===== src/rtl/lsu_pkg.sv =====
// Shared encodings and helpers for the byte-serial load/store unit.
package lsu_pkg;

    // Access size as carried on req_size.
    typedef enum logic [1:0] {
        SZ_B = 2'b00,
        SZ_H = 2'b01,
        SZ_W = 2'b10,
        SZ_X = 2'b11
    } size_e;

    // Sequencer states.
    typedef enum logic [1:0] {
        IDLE = 2'd0,
        XFER = 2'd1,
        RESP = 2'd2
    } state_e;

    // Number of bytes moved for a size; the illegal size reports 4 but is never transferred.
    function automatic logic [2:0] size_bytes(input size_e size);
        case (size)
            SZ_B:    return 3'd1;
            SZ_H:    return 3'd2;
            default: return 3'd4;
        endcase
    endfunction

    // Low address bits that must be zero for a naturally aligned access.
    function automatic logic [1:0] align_mask(input size_e size);
        case (size)
            SZ_B:    return 2'b00;
            SZ_H:    return 2'b01;
            default: return 2'b11;
        endcase
    endfunction

    // Move the N-byte datum to the top of the word so the MSB byte goes out first.
    function automatic logic [31:0] left_justify(input logic [31:0] data, input size_e size);
        case (size)
            SZ_B:    return {data[7:0], 24'h0};
            SZ_H:    return {data[15:0], 16'h0};
            default: return data;
        endcase
    endfunction

endpackage


===== src/rtl/lsu_extend.sv =====
// Sign/zero extension of the assembled load data to 32 bits.
module lsu_extend
    import lsu_pkg::*;
(
    input  logic [31:0] data,
    input  size_e       size,
    input  logic        is_signed,
    output logic [31:0] rdata
);

    // Select the low 8N bits and extend them according to the captured signedness.
    always_comb begin
        // NOTE: default assignment first so no path leaves rdata unassigned (no latch).
        rdata = data;
        case (size)
            SZ_B:    rdata = {{24{is_signed & data[7]}}, data[7:0]};
            SZ_H:    rdata = {{16{is_signed & data[15]}}, data[15:0]};
            default: rdata = data;
        endcase
    end

endmodule


===== src/rtl/lsu_byte_seq.sv =====
// Byte-serial load/store sequencer: splits a byte/half/word request into
// big-endian byte accesses to a byte-wide memory and reassembles loads.
module lsu_byte_seq
    import lsu_pkg::*;
#(
    parameter int MEM_BYTES = 48
) (
    input  logic        clk,
    input  logic        rst,
    input  logic        req_valid,
    output logic        req_ready,
    input  logic        req_write,
    input  logic [1:0]  req_size,
    input  logic        req_signed,
    input  logic [31:0] req_addr,
    input  logic [31:0] req_wdata,
    output logic        resp_valid,
    output logic [31:0] resp_rdata,
    output logic        resp_err,
    output logic [31:0] mem_addr,
    output logic        mem_re,
    output logic        mem_we,
    output logic [7:0]  mem_wdata,
    input  logic [7:0]  mem_rdata
);

    state_e      state;
    size_e       size_q;
    logic        write_q;
    logic        signed_q;
    logic        err_q;
    logic [31:0] addr_q;
    logic [31:0] wdata_q;   // left-justified store data, shifted out MSB first
    logic [31:0] asm_q;     // load assembly register
    logic [1:0]  cnt;       // byte index k within the transfer

    size_e       req_size_e;
    logic [2:0]  req_n;
    logic [32:0] req_end;
    logic        req_err;
    logic [1:0]  last_k;
    logic        xfer;
    logic [31:0] ext_data;

    assign req_size_e = size_e'(req_size);
    assign req_n      = size_bytes(req_size_e);
    // 33-bit sum so an address near 2^32 cannot wrap into the legal range.
    assign req_end    = {1'b0, req_addr} + 33'(req_n);
    assign req_err    = (req_size_e == SZ_X)
                     || ((req_addr[1:0] & align_mask(req_size_e)) != 2'b00)
                     || (req_end > 33'(MEM_BYTES));

    assign last_k     = 2'(size_bytes(size_q) - 3'd1);
    assign xfer       = (state == XFER);

    assign req_ready  = (state == IDLE);
    assign resp_valid = (state == RESP);
    assign resp_err   = (state == RESP) && err_q;
    assign resp_rdata = (state == RESP && !err_q && !write_q) ? ext_data : 32'h0;

    assign mem_re     = xfer && !write_q;
    assign mem_we     = xfer && write_q;
    assign mem_addr   = xfer ? (addr_q + 32'(cnt)) : 32'h0;
    assign mem_wdata  = (xfer && write_q) ? wdata_q[31:24] : 8'h00;

    lsu_extend u_extend (
        .data      (asm_q),
        .size      (size_q),
        .is_signed (signed_q),
        .rdata     (ext_data)
    );

    // Sequencer FSM: capture at handshake, step one byte per XFER cycle, pulse RESP.
    always_ff @(posedge clk) begin
        // NOTE: all state here uses non-blocking assignments so every register
        // samples pre-edge values regardless of statement order.
        if (rst) begin
            state    <= IDLE;
            cnt      <= 2'd0;
            asm_q    <= 32'h0;
            size_q   <= SZ_B;
            write_q  <= 1'b0;
            signed_q <= 1'b0;
            err_q    <= 1'b0;
            addr_q   <= 32'h0;
            wdata_q  <= 32'h0;
        end else begin
            case (state)
                IDLE: begin
                    if (req_valid && req_ready) begin
                        size_q   <= req_size_e;
                        write_q  <= req_write;
                        signed_q <= req_signed;
                        err_q    <= req_err;
                        addr_q   <= req_addr;
                        wdata_q  <= left_justify(req_wdata, req_size_e);
                        cnt      <= 2'd0;
                        asm_q    <= 32'h0;
                        state    <= req_err ? RESP : XFER;
                    end
                end
                XFER: begin
                    if (!write_q) begin
                        asm_q <= {asm_q[23:0], mem_rdata};
                    end
                    wdata_q <= {wdata_q[23:0], 8'h00};
                    if (cnt == last_k) begin
                        state <= RESP;
                    end else begin
                        cnt <= cnt + 2'd1;
                    end
                end
                RESP: begin
                    state <= IDLE;
                end
                default: begin
                    state <= IDLE;
                end
            endcase
        end
    end

endmodule


===== config.mk =====
export PLATFORM = sky130hd
export DESIGN_NAME = lsu_byte_seq
export DESIGN_NICKNAME = d
export VERILOG_FILES = /design/src/rtl/lsu_pkg.sv /design/src/rtl/lsu_extend.sv /design/src/rtl/lsu_byte_seq.sv
export SDC_FILE = /design/constraint.sdc
export NUM_CORES = 1
export LEC_CHECK = 0
export ABC_CLOCK_PERIOD_IN_PS = 3700
export CORE_MARGIN = 5
export CORE_UTILIZATION = 45
export CTS_BUF_LIST = sky130_fd_sc_hd__clkbuf_4 sky130_fd_sc_hd__clkbuf_8 sky130_fd_sc_hd__clkbuf_16
export DETAILED_ROUTE_END_ITERATION = 12
export GPL_ROUTABILITY_DRIVEN = 0
export PLACE_DENSITY = 0.77
export RECOVER_POWER = 100
export SLEW_MARGIN = 20
export SYNTH_ARGS = -nofsm -noshare
export SYNTH_HDL_FRONTEND = slang
export SYNTH_SLANG_ARGS = --single-unit

===== constraint.sdc =====
create_clock -name clk -period 3.7 [get_ports clk]
set_input_delay 0.74 -clock clk [delete_from_list [all_inputs] [get_ports clk]]
set_output_delay 0.74 -clock clk [all_outputs]
set_load 0.005 [all_outputs]

**Yosys cells after proc, flatten, opt, wreduce, memory -nomap -nowiden**

Index checks and enable logic that the tools add are counted.

- Add/sub/neg operators: 4
- Magnitude comparators: 1
- Equal/unequal tests: 10
- Multiplexer cells: 20
- Bitwise gates (word level): 3
- Reduce and logical (&&, ||, !) cells: 20

Operators with widths:

| kind | number |
|---|---|
| case mux 32 bit (2 select lines) | 4 |
| two-way mux 32 bit | 5 |
| adder 32 x 3 -> 33 bit | 1 |
| > comparator 33 x 6 -> 1 bit (second input constant) | 1 |
| adder 32 x 2 -> 32 bit | 1 |
| case mux 2 bit (2 select lines) | 4 |
| two-way mux 2 bit | 5 |
| two-way mux 8 bit | 1 |
| equality test 2 x 1 -> 1 bit (second input constant) | 3 |
| logical AND 1 bit | 6 |
| logical NOT 2 bit | 3 |
| case mux 3 bit (2 select lines) | 1 |
| AND reduction 2 bit | 3 |
| AND reduction 3 bit | 2 |
| equality test 2 bit (second input constant) | 2 |
| inequality test 2 x 1 -> 1 bit (second input constant) | 2 |
| inequality test 2 bit (second input constant) | 2 |
| nonzero test 2 bit | 2 |
| adder 2 x 1 -> 2 bit (second input constant) | 1 |
| AND 1 bit | 2 |
| AND 2 bit | 1 |
| equality test 2 bit | 1 |
| logical NOT 1 bit | 2 |
| logical OR 1 bit | 2 |
| subtractor 2 x 1 -> 2 bit (second input constant) | 1 |

- Bits in registers: 105
- Input bits: 79
- Output and inout bits: 77
- Word-level logic and storage cells: 67

**Depth between registers and ports, before layout**

Gate-level depths: netlist of run 1.

- Depth after elaboration: 9
- Mapped depth: 14
- Mapped depth without buffers: 11

**Hierarchy**

Synthesis of run 1 repeated with hierarchy kept, for this count alone.

- Cell total of the unflattened synthesis: 904
- Area total of the unflattened synthesis: 6,640.1 um^2

By module, submodules not included:

| module | times used | cells each | area each (um^2) | sequential area each (um^2) |
|---|---|---|---|---|
| lsu_byte_seq | 1 | 838 | 6,254.7 | 2,102.0 |
| lsu_extend | 1 | 66 | 385.4 | 0.0 |

**Least setup slack after synthesis of run 1**

OpenSTA, ideal clock, no wires.

- Kind: in2reg
- From: input req_size[1]
- To: register state[0]
- Library setup time: 0.069 ns
- Data arrival time: 3.769 ns
- Required time: 3.631 ns
- Setup slack: -0.138 ns
- Cell stages on the path: 14
- Buffers on the path: 3
- Cell sequence: clkbuf_1 > clkbuf_1 > clkbuf_1 > nor2_1 > ha_1 > inv_1 > fa_1 > nor2b_1 > o2111ai_2 > nor4_1 > mux2i_1 > nand3_1 > or4b_1 > o21ai_1

- Cells in the longest elaborated chain, start to end: 9
- Elaborated cells between the ends (all ways): 14
- Classes of those cells: add/sub: 1; order compare: 1; eq/ne: 2; mux: 5; bitwise: 1; reduce/logical: 4

RTL lines:

| what | RTL line | RTL |
|---|---|---|
| start: declaration | lsu_byte_seq.sv:13 | `input logic [1:0] req_size,` |
| branches (longest 5 deep; another with adder 32 x 3 -> 33 bit) | -- |  |
| logical OR 1 bit * | lsu_byte_seq.sv:51 | `\|\| (req_end > 33'(MEM_BYTES));` |
| two-way mux 2 bit * | lsu_byte_seq.sv:99 | `state <= req_err ? RESP : XFER;` |
| two-way mux 2 bit * | lsu_byte_seq.sv:90 | `if (req_valid && req_ready) begin` |
| case mux 2 bit (2 select lines) * | lsu_byte_seq.sv:88 | `case (state)` |
| end signal: assignment | lsu_byte_seq.sv:99 |  |
| end: declaration | lsu_byte_seq.sv:27 | `state_e state;` |

Mark *: on every way between the ends. The select of a mux whose other input is x is not followed.
A chain may end at the register's enable or synchronous reset.

**Final worst setup path of run 1**

- From: register cnt[1]
- To: output mem_addr[31]

- Cells in the longest elaborated chain, start to end: 2

RTL lines:

| what | RTL line | RTL |
|---|---|---|
| start: declaration | lsu_byte_seq.sv:35 | `logic [1:0] cnt;` |
| start signal: assignment | lsu_byte_seq.sv:110 | `cnt <= cnt + 2'd1;` |
| adder 32 x 2 -> 32 bit | lsu_byte_seq.sv:63 | `assign mem_addr = xfer ? (addr_q + 32'(cnt)) : 32'h0;` |
| two-way mux 32 bit | lsu_byte_seq.sv:63 |  |
| end: declaration | lsu_byte_seq.sv:20 | `output logic [31:0] mem_addr,` |

Every way passes these cells.

==> impl_results.md, run 1 <==
* Routed vias at 6478
* Setup WS post-layout at 188 ps
* Number of synthesized register bits at 105
* Synth Cell Area at 6120 um2
* Max Cap Violations at 0
* CTS Buffer Depth at 2
* Synth Warn # at 0
* Drt total wl at 18.6 mm
* Initial Util at 46.0%
* Fin nets at 1066
* Post-synth EDFFs at 0
* Crit end category: output port
* Largest net degree at the start of global routing at 66
* Post-detail-place hpwl at 13.5 mm
* Period utilization at 94.9%
* Clock power share at 39.1%
* Crit path launch type: flip-flop
* Outcome: complete, no violations
* Maximum vdd drop at 0.188 mV
* Post-synth ARST share at 0%
* Final Hold Viols at 0
* Simple-gate share of the synthesized area at 27.8%
* Slew @ Worst Pin at 1240 ps
* Compound-Gate Fraction of Synth Area at 22.6%
* Sw Ratio at 27.3%
* Syn Area/Cell at 7.32 um2
* Class of the worst hold path: flip-flop to flip-flop
* Most frequent cells in the layout: nand2_1 (111), nor2_1 (110), clkdlybuf4s50_1 (110), dfxtp_1 (103), a21oi_1 (101)
* Filler cells at 1238
* Total global-route track usage at 22.7%
* Post-layout min period at 3510 ps
* Unrepaired setup endpoints after global routing: no
* DRT Pass-1 Iters at 4
* First-pass GRT wire length at 30.4 mm
* Fmax at 285 MHz
* Die width at 127 um
* Clock slew at the register clock pins of the worst setup and hold paths at 80 ps
* Root buffer cell: clkbuf_16
* Clock Sink Count at 105
* Post-synth cell types at 66
* Critical path type: flip-flop to output port
* Setup Slack @ Placement at -243 ps
* Residual DRC count at 0
* Share of the synthesized area in the top cell type at 34.4%
* Mux cell area share after synthesis at 2.47%
* Layout cells sized above 1 at 8.43%
* P_sw at 0.719 mW
* Reg power frac at 45.8%
* Adder and majority gate portion of the synthesized area at 1.68%
* Critical Path Fanout Max at 6
* Vias in the first global route at 6113
* Req. time, crit path at 2960 ps
* Final setup skew at 7.34 ps
* Area growth syn-to-layout at 35.2%
* Commonest non-fill, non-tap cell in the layout: nand2_1
* Hold_buf cts at 0
* Pins Over Slew Limit at 0
* Ports at 156
* Remaining antenna violation count after routing at 0
* Setup Fix Bufs, Post-CTS at 0
* Synthesized-area fraction occupied by xor and xnor cells at 5.15%
* Cell leakage power at 3.07 nW
* Total CTS buffers at 9
* Die Footprint at 16000 um2
* 1st-iter DRT viols at 447
* Slew headroom at 17.0%
* Combinational Power Share at 15.1%
* Synth area leaders: dfxtp_1 (34%), a21oi_1 (8.3%), nor2_1 (6.9%)
* Row count at 42
* ANT cells at 0
* CTS H-tree lvls at 3
* Total power at 2.64 mW
* Syn Nets at 922
* Largest family of logic cells by synthesized area: simple AND/OR/NAND/NOR gates
* Post-Route Setup TNS at 0 ps
* Die Ht at 127 um
* CTS tree: done
* Seq/Total Area, Yosys at 34.4%
* Core area at 13300 um2
* Initial antenna violation count at 0
* Largest area contributor in the netlist: dfxtp_1
* Ys flop type: dfxtp_1
* Cell Pwr Density at 319 nW/um2
* Syn Inst Count at 836
* Crit path arrival time at 2770 ps
* Worst skew pair latency at 350 ps
* Final Setup Violations at 0
* Vias/cell at 5.58
* Port bufs at 155
* Total grt overflow at 0
* Wirelength per Cell at 16.0 um
* Pint at 1.92 mW
## power by group through the flow
| stage | Combinational, mW | Sequential, mW | Clock, mW |
|---|---|---|---|
| after detailed placement | 0.393 | 1.23 | 0 |
| final | 0.398 | 1.21 | 1.03 |
| after global routing | 0.435 | 1.21 | 1.09 |
| after floorplan | 0.213 | 1.22 | 0 |
| after CTS | 0.397 | 1.21 | 1.05 |
| after global placement | 0.390 | 1.23 | 0 |
## registers in the layout, summed over array words and instances (netlist names)
signal    cells
wdata_q      32
err_q         1
addr_q       32
write_q       1
signed_q      1
cnt           2
asm_q        32
size_q        2
state         2
## layer usage
layer	GRT usage (%)	up-vias	routed length [um]
met5	0	-	0
met4	7.89	0	303
met3	3.87	21	1290
met2	36.6	221	8760
met1	30.7	3007	8260
li1	-	3229	-
## final cells by class
class | instances | area [um2] | area share [%]
clock buffer | 10 | 239 | 2.89
sequential | 105 | 2100 | 25.4
multi-input combinational | 641 | 3700 | 44.7
inverter | 30 | 113 | 1.36
timing repair buffer | 193 | 1820 | 22.0
tap | 176 | 220 | 2.66
clock inverter | 6 | 81.3 | 0.983
## synthesized netlist by cell type, types with 3 or more instances
cell      instances
or3_1             6
inv_1            30
dfxtp_1         105
a22oi_1          33
nand3_1          40
a32oi_1           4
o22ai_1           3
ha_1              5
a41oi_1           3
nor4_1            3
a221oi_1          8
and4_1            3
and2_1           14
nor2b_1           5
and3_1           17
a31oi_1           3
nor2_1          113
xor2_1           17
nand2_1         111
clkbuf_1         48
xnor2_1          19
o21ai_0          32
nand2b_1          4
a21oi_1         102
mux2i_1          14
nor3_1           17
nand4_1          13
buf_1             6
buf_6             3
a311oi_1          9
or2_2             3
## cell families (layout without fill, tap and decap cells)
kind of cell | after synthesis | in the layout
xor+xnor | 36 | 36
flops | 105 | 105
mux | 15 | 15
simple gates | 363 | 363
compound gates | 220 | 220
fa+ha+maj | 7 | 7
buf+inv | 90 | 239
## critical path, stage by stage (launching register included)
cell             delay [ps]
dfxtp_2                 370
ha_1                    290
a21oi_1                  90
nor3_1                  180
buf_4                   190
and3_1                  190
and3_1                  240
nand3_1                 110
xor2_1                  150
nor2_1                   90
clkdlybuf4s50_1         530
## repair_timing
action                                 CTS  global route
resized for setup                        0            10
endpoints found under the hold margin    0             0
setup endpoints to repair                0            10
## per-stage QoR
step	hold slack [ps]	instances	instance area [um2]	util, %
after floorplan	427	836	6130	-
after global placement	436	1145	7960	59.8
after detailed placement	443	1145	7960	59.8
after CTS	454	1161	8280	62.2
after global routing	474	1161	8270	62.2
final	451	1161	8270	62.2
## final timing paths
kind / to / from / cells past startpoint / slack (ps)
setup reg to reg: asm_q[11] / state[1] / 7 / 430
hold / removal: wdata_q[29] / wdata_q[29] / 2 / 450
hold reg to reg: wdata_q[29] / wdata_q[29] / 2 / 450
setup / recovery: mem_addr[31] / cnt[1] / 10 / 190
(Power assumes the default switching activity.)
==> run 2, diff against run 1 <==
- CAP_MARGIN: unset -> 10
- SKIP_LAST_GASP: unset -> 1
==> run 2 against run 1 <==
Sequential power about the same. Register-to-register slack lost 100 ps. Critical endpoint unchanged. Sequential share of layout area barely moved. Total power barely moved. Clock skew is 1.0 ps higher. Worst hold slack is essentially flat.
==> impl_results.md, run 2 (synthesis gave the netlist of run 1 again) <==
* Worst Hold End: wdata_q[6]
* Final Setup Violations at 0
* Post-layout min period at 3510 ps
* Area growth syn-to-layout at 35.2%
* Commonest non-fill, non-tap cell in the layout: clkdlybuf4s50_1
* Vias in the first global route at 6113
* Row count at 42
* Ports at 156
* Total global-route track usage at 22.7%
* Port bufs at 155
* Class of the worst hold path: flip-flop to flip-flop
* Delay-heaviest family, CP: simple AND/OR/NAND/NOR gates
* Worst reg2reg path startpoint: state[1]
* Total grt overflow at 0
* Fmax at 285 MHz
* Crit path arrival time at 2770 ps
* Routed vias at 6481
* Final setup skew at 8.37 ps
* Worst reg-to-reg setup slack at 330 ps
* Length of routed met3 wiring at 1.27 mm
* Cell leakage power at 3.05 nW
* Top Layer Used: met4
* Clock Sink Count at 105
* Setup Fix Bufs, Post-CTS at 0
* Initial antenna violation count at 0
* Largest net degree at the start of global routing at 66
* CTS Buffer Depth at 2
* Root buffer cell: clkbuf_16
* Hold_sp: wdata_q[6]
* Total CTS buffers at 9
* DRT Pass-1 Iters at 5
* Pins Over Slew Limit at 0
* Critical path type: flip-flop to output port
* Critical Path Fanout Max at 6
* Wl on met1 at 8.30 mm
* Maximum vdd drop at 0.189 mV
* Die Footprint at 16000 um2
* Slew @ Worst Pin at 1390 ps
* Wirelength per Cell at 16.1 um
* Critical path cell sequence: ha_1 -> a21oi_1 -> nor3_1 -> buf_4 -> and3_1 -> and3_1 -> nand3_1 -> xor2_1 -> nor2_1 -> clkdlybuf4s50_1
* Die Ht at 127 um
* Max Cap Violations at 0
* Final Util at 62.2%
* Die width at 127 um
* Residual DRC count at 0
* ANT cells at 0
* CTS H-tree lvls at 3
* Post-detail-place hpwl at 13.5 mm
* Biggest registers after layout: addr_q (32), asm_q (32), wdata_q (32)
* Hold_ws at 452 ps
* Cells on worst reg2reg path at 7
* Remaining antenna violation count after routing at 0
* Most frequent CP cell: and3_1
* Core area at 13300 um2
* Total power at 2.64 mW
* Period utilization at 94.8%
* Final Hold Viols at 0
* Req. time, crit path at 2960 ps
* Slowest stage delay, CP at 520 ps
* Met2 wire length at 8.77 mm
* First-pass GRT wire length at 30.4 mm
* Worst skew pair latency at 360 ps
* CP max-delay cell: clkdlybuf4s50_1
* Cell Pwr Density at 319 nW/um2
* Post-Route Setup TNS at 0 ps
* Slew headroom at 7.25%
* Initial Util at 46.0%
* Most frequent cells in the layout: clkdlybuf4s50_1 (117), nand2_1 (111), nor2_1 (110), dfxtp_1 (104), a21oi_1 (101)
* Worst path bufs/invs at 2
* Outcome: complete, no violations
* Crit path launch type: flip-flop
* Capturing point of the worst reg2reg path: asm_q[11]
* Hold path cells at 2
* Clock slew at the register clock pins of the worst setup and hold paths at 70 ps
* CTS tree: done
* Layout cells sized above 1 at 8.32%
* 1st-iter DRT viols at 477
* Fin nets at 1066
* Vias/cell at 5.58
* Unrepaired setup endpoints after global routing: yes
* Drt total wl at 18.7 mm
* Crit end category: output port
## run 2: cell types whose count changed in the layout (fill, tap and decap cells not counted), sizes merged
cell / change
buf: +1
clkbuf: -1
clkdlybuf4s50: +7
dlygate4sd3: -7
## run 2: through the flow
step / cell area, um2 / worst slack (ps) / std cells
floorplan: 6130 / 33.3 / 836
global placement: 7960 / -71.9 / 1145
detailed placement: 7960 / -243 / 1145
CTS: 8280 / 45.5 / 1161
global route: 8270 / -24.0 / 1161
finish: 8270 / 191 / 1161
## run 2: worst min-delay path, stage by stage (launching register included)
cell and delay, ps:
dfxtp_1 310, nand2_1 50, a21oi_1 50
## run 2: layout make-up
class | count | area (um2)
well taps | 176 | 220
repair buffers | 193 | 1820
clock buffers | 10 | 239
clock inverters | 6 | 81.3
flip-flops and latches | 105 | 2100
multi-input cells | 641 | 3700
inverters | 30 | 113
fillers | 1236 | 5020
## run 2: worst max-delay path by stage
stage | slack (ps) | depth (start not counted) | startpoint | endpoint
2_1_floorplan | 30 | 14 | req_size[1] | state[0]
3_3_place_gp | -70 | 12 | req_size[1] | state[0]
3_5_place_dp | -240 | 12 | req_size[1] | state[0]
4_1_cts | 50 | 11 | cnt[0] | mem_addr[30]
5_1_grt | -20 | 11 | cnt[0] | mem_addr[28]
6_report | 190 | 10 | cnt[1] | mem_addr[31]
## run 2: report_power, final
group	internal [mW]	switching, mW
logic	0.185	0.213
registers	1.17	0.0372
clock network	0.562	0.469
total	1.92	0.719
## run 2: per-layer routing
metal | GRT usage (%) | up-vias
li1 | - | 3224
met1 | 30.7 | 3009
met2 | 36.6 | 226
met3 | 3.87 | 22
met4 | 7.89 | 0
met5 | 0 | -
## run 2: repair_timing
| action | in CTS | in global routing |
|---|---|---|
| resized for setup | 0 | 8 |
| hold buffers | 0 | 0 |
| endpoints found under the setup margin | 0 | 10 |
